$ cat src/rtl/updown_sweep_ctrl.sv
// updown_sweep_ctrl: triangle sweep sequencer, y runs lo->hi->lo repeated `sweeps` times.
// Define UDSWEEP_PAUSE_EN to let `pause` freeze the sweep in UP/DOWN.
module updown_sweep_ctrl #(
    parameter int WIDTH   = 4,
    parameter int SWEEP_W = 4
) (
    input  logic               clk,
    input  logic               rst_n,
    input  logic               start,
    input  logic               abort,
    input  logic               pause,
    input  logic [WIDTH-1:0]   lo,
    input  logic [WIDTH-1:0]   hi,
    input  logic [SWEEP_W-1:0] sweeps,
    output logic [WIDTH-1:0]   y,
    output logic               mode,
    output logic               busy,
    output logic               done,
    output logic               err,
    output logic [SWEEP_W-1:0] sweep_cnt
);
    typedef enum logic [1:0] {IDLE, UP, DOWN, DONE} state_t;
    state_t             r_state;
    logic [WIDTH-1:0]   r_lo;
    logic [WIDTH-1:0]   r_hi;
    logic [SWEEP_W-1:0] r_sweeps;
    logic [WIDTH-1:0]   w_y_inc;
    logic [WIDTH-1:0]   w_y_dec;
    logic [SWEEP_W-1:0] w_cnt_inc;
    logic               w_bad;
    logic               w_hold;
    assign w_y_inc   = y + WIDTH'(1);
    assign w_y_dec   = y - WIDTH'(1);
    assign w_cnt_inc = sweep_cnt + SWEEP_W'(1);
    assign w_bad     = (lo >= hi) || (sweeps == '0);
`ifdef UDSWEEP_PAUSE_EN
    assign w_hold = pause && (r_state == UP || r_state == DOWN);
`else
    logic w_unused_pause;
    assign w_unused_pause = pause;
    assign w_hold         = 1'b0;
`endif
    always_ff @(posedge clk or negedge rst_n) begin
        if (!rst_n) begin
            r_state   <= IDLE;
            r_lo      <= '0;
            r_hi      <= '0;
            r_sweeps  <= '0;
            y         <= '0;
            mode      <= 1'b0;
            busy      <= 1'b0;
            done      <= 1'b0;
            err       <= 1'b0;
            sweep_cnt <= '0;
        end else begin
            done <= 1'b0;
            err  <= 1'b0;
            if (abort && r_state != IDLE) begin
                r_state <= IDLE;
                mode    <= 1'b0;
                busy    <= 1'b0;
            end else if (!w_hold) begin
                case (r_state)
                    IDLE: begin
                        if (start && w_bad) begin
                            err <= 1'b1;
                        end else if (start) begin
                            r_lo      <= lo;
                            r_hi      <= hi;
                            r_sweeps  <= sweeps;
                            y         <= lo;
                            sweep_cnt <= '0;
                            r_state   <= UP;
                            mode      <= 1'b1;
                            busy      <= 1'b1;
                        end
                    end
                    UP: begin
                        y <= w_y_inc;
                        if (w_y_inc == r_hi) begin
                            r_state <= DOWN;
                            mode    <= 1'b0;
                        end
                    end
                    DOWN: begin
                        y <= w_y_dec;
                        if (w_y_dec == r_lo) begin
                            sweep_cnt <= w_cnt_inc;
                            // last sweep lands on lo together with done; busy drops in the same cycle
                            if (w_cnt_inc == r_sweeps) begin
                                r_state <= DONE;
                                busy    <= 1'b0;
                                done    <= 1'b1;
                            end else begin
                                r_state <= UP;
                                mode    <= 1'b1;
                            end
                        end
                    end
                    default: r_state <= IDLE;
                endcase
            end
        end
    end
endmodule
$ cat config.mk
export PLATFORM = sky130hd
export DESIGN_NAME = updown_sweep_ctrl
export DESIGN_NICKNAME = d
export VERILOG_FILES = /design/src/rtl/updown_sweep_ctrl.sv
export SDC_FILE = /design/constraint.sdc
export NUM_CORES = 1
export LEC_CHECK = 0
export CAP_MARGIN = 10
export CORE_MARGIN = 3
export CORE_UTILIZATION = 40
export DETAILED_ROUTE_END_ITERATION = 10
export GPL_ROUTABILITY_DRIVEN = 1
export GPL_TIMING_DRIVEN = 0
export SYNTH_ARGS = -nofsm -noshare
export SYNTH_HDL_FRONTEND = slang
export SYNTH_SLANG_ARGS = --single-unit
$ cat constraint.sdc
create_clock -name clk -period 3.2 [get_ports clk]
set_input_delay 0.32 -clock clk [delete_from_list [all_inputs] [get_ports clk]]
set_output_delay 0.32 -clock clk [all_outputs]
set_load 0.05 [all_outputs]
==> impl_metrics.tcl <==
set metrics [dict create \
    die_x_um 71.8 \
    syn-num-nets 201 \
    yosysSeqAreaShare_pct 37.6 \
    hp-class "primary input to async pin" \
    grt_max_degree 27 \
    clock-root-buffer "clkbuf_8" \
    power-per-cell-area_nw_per_um2 1050 \
    synth-edff-count 0 \
    crit_type "primary input to flip-flop" \
    finalCritPeriodShare_pct 75.4 \
    tightest_slew_ns 0.584 \
    drt-wirelength-per-cell_um 14.3 \
    setup_viol 0 \
    final_cell_mix "dfrtp_1 (26), clkdlybuf4s50_1 (26), o21ai_0 (17)" \
    cts_tree "built" \
    cts_htree_levels 1 \
    grt_usage_pct 15.5 \
    cts_setup_buffers 0 \
    rsz0062_at_grt "no" \
    maxSlewHeadroom_pct 61.1 \
    vdd_drop_max_v 0.000367 \
    clkSlewWorstSetupHoldPaths_ns 0.10 \
    hold_buffers 0 \
    synthesis.area_um2 1730 \
    num-nets-final 233 \
    grt_remaining_overflow 0 \
    worstRegToRegCells 9 \
    grt_pass1_wl_um 6350 \
    antenna_found_initial 0 \
    die-area_um2 5150 \
    core-area_um2 4090 \
    post_cts_resize_count 0 \
    cp_data_arrival_time_ns 2.59 \
    final_core_util_pct 52.1 \
    fin_skew_ns 0.00457 \
    portBuffers 27 \
    crit_path_end_kind "flip-flop" \
    synth_cell_types 43 \
    via_per_inst 5.20 \
    fin_setup_tns_ns 0 \
    vias 1321 \
    period_needed_ns 2.41 \
    start_util_pct 42.3 \
    p_total_mw 2.23 \
    ant_nets 0 \
    routed_wl_um 3640 \
    areaGrowthSynthToFinish_pct 23.1 \
    p_leak_nw 0.904 \
    fill_cells 390 \
    slew_viol_final 0 \
    drt_pre_antenna_iters 4 \
    synth-seq-cells 26 \
    drive_gt1_share_pct 13.2 \
    n_antenna_cell 0 \
    synth_ff_type "dfrtp_1" \
    dpl.hpwl_um 2820 \
    dp.cells 250 \
    synth.avg_cell_area_um2 10.0 \
    rows 23 \
    hold_viol 0 \
    maxCapViolations 0 \
    synth_async_sr_flop_share_pct 100 \
    clk_latency_ns 0.28 \
    cp_max_fo 10 \
    stdcell_count 254 \
    drtIter0Drc 86 \
    drc 0 \
    place_congestion 0.819 \
    synthCells 173 \
    synth_warnings 0 \
    worst_slack_ns 0.786 \
    required_ns 3.37 \
    numCtsBuffers 3 \
    max_freq_mhz 414 \
    dpl_worst_slack_ns 0.453 \
    place_area_um2 2060 \
    clock-sinks 26 \
    num_io_pins 29 \
    status "finished clean" \
    cts_buffer_depth 2 \
    postLayoutCellArea_um2 2130 \
    grt_pass1_vias 1281 \
    hold_ws_ns 0.0273 \
    critPathLaunchType "primary input" \
    die_height_um 71.8 \
]
==> metal layers <==
layer  vias up  track usage (%)  share of wire, %
met5         -                0                 0
met4         0             4.38               1.3
met3         5             2.38               3.5
met2        29             24.7                45
met1       616             21.7                50
li1        671                -                 -
==> registers in the layout, summed over array words and instances, names as in the netlist, 2 cells and up <==
register	cells
r_sweeps	4
r_lo	4
sweep_cnt	4
y	4
r_state	2
r_hi	4
==> synthesized netlist by cell type, types with 2 or more instances <==
cell / instances / share of area, %
nand3_1: 4 / 1.2
nor2_1: 8 / 1.7
nor3_1: 2 / 0.58
mux2_2: 9 / 5.9
o31a_1: 2 / 1.0
o21ai_0: 17 / 4.9
nand4_1: 2 / 0.72
xnor2_1: 9 / 4.6
clkbuf_1: 2 / 0.43
inv_1: 11 / 2.4
nand2b_1: 3 / 1.1
mux2i_1: 3 / 1.7
dfrtp_1: 26 / 38
a21oi_1: 10 / 2.9
nand2_1: 13 / 2.8
o211ai_1: 4 / 1.7
buf_2: 2 / 0.58
ha_1: 11 / 8.0
xor2_1: 7 / 3.5
and2_1: 2 / 0.72
o21ai_1: 2 / 0.58
buf_6: 3 / 2.0
==> critical path: stages <==
cell	delay [ns]
clkdlybuf4s50_1	0.50
inv_1	0.07
ha_1	0.28
nand2b_1	0.15
a211oi_2	0.26
o21ai_0	0.16
or2_1	0.22
buf_2	0.17
buf_6	0.15
mux2_1	0.30
==> final timing paths <==
kind / start / end / slack, ns
worst max-delay path: lo[0] / r_lo[1] / 0.79
worst min-delay path: rst_n / y[2] / 0.03
worst max register to register: y[0] / mode / 0.83
worst min register to register: r_hi[1] / r_hi[1] / 0.51
max in group asynchronous: rst_n / sweep_cnt[3] / 2.79
min in group clk: r_hi[1] / r_hi[1] / 0.51
==> where the power goes <==
group | switching [mW] | leakage (nW) | total [mW] | internal (mW)
Combinational | 0.760 | 0.544 | 1.35 | 0.593
Clock | 0.115 | 0.0357 | 0.283 | 0.168
Sequential | 0.124 | 0.325 | 0.590 | 0.466
Total | 1.00 | 0.904 | 2.23 | 1.23
==> layout make-up <==
type	instances	area (um^2)	area share [%]
Clock inverter	1	30.0	1.41
Inverter	11	41.3	1.94
Sequential cell	26	651	30.6
Tap cell	50	62.6	2.94
Buffer	8	55.1	2.59
Clock buffer	3	41.3	1.94
Multi-Input combinational cell	128	982	46.1
Timing Repair Buffer	27	265	12.5
==> cells by family (layout without fill, tap and decap cells) <==
family,after synthesis,in the layout,share of synthesized area (%)
DFF,26,26,37.6
and+or+nand+nor,39,39,11.2
AOI/OAI and AO/OA,46,46,17.9
buffers and inverters,19,50,5.57
muxes,14,14,9.12
adders and majority gates,11,11,7.96
xor gates and xnor gates,18,18,10.6
Power figures use the tool's default switching activity.
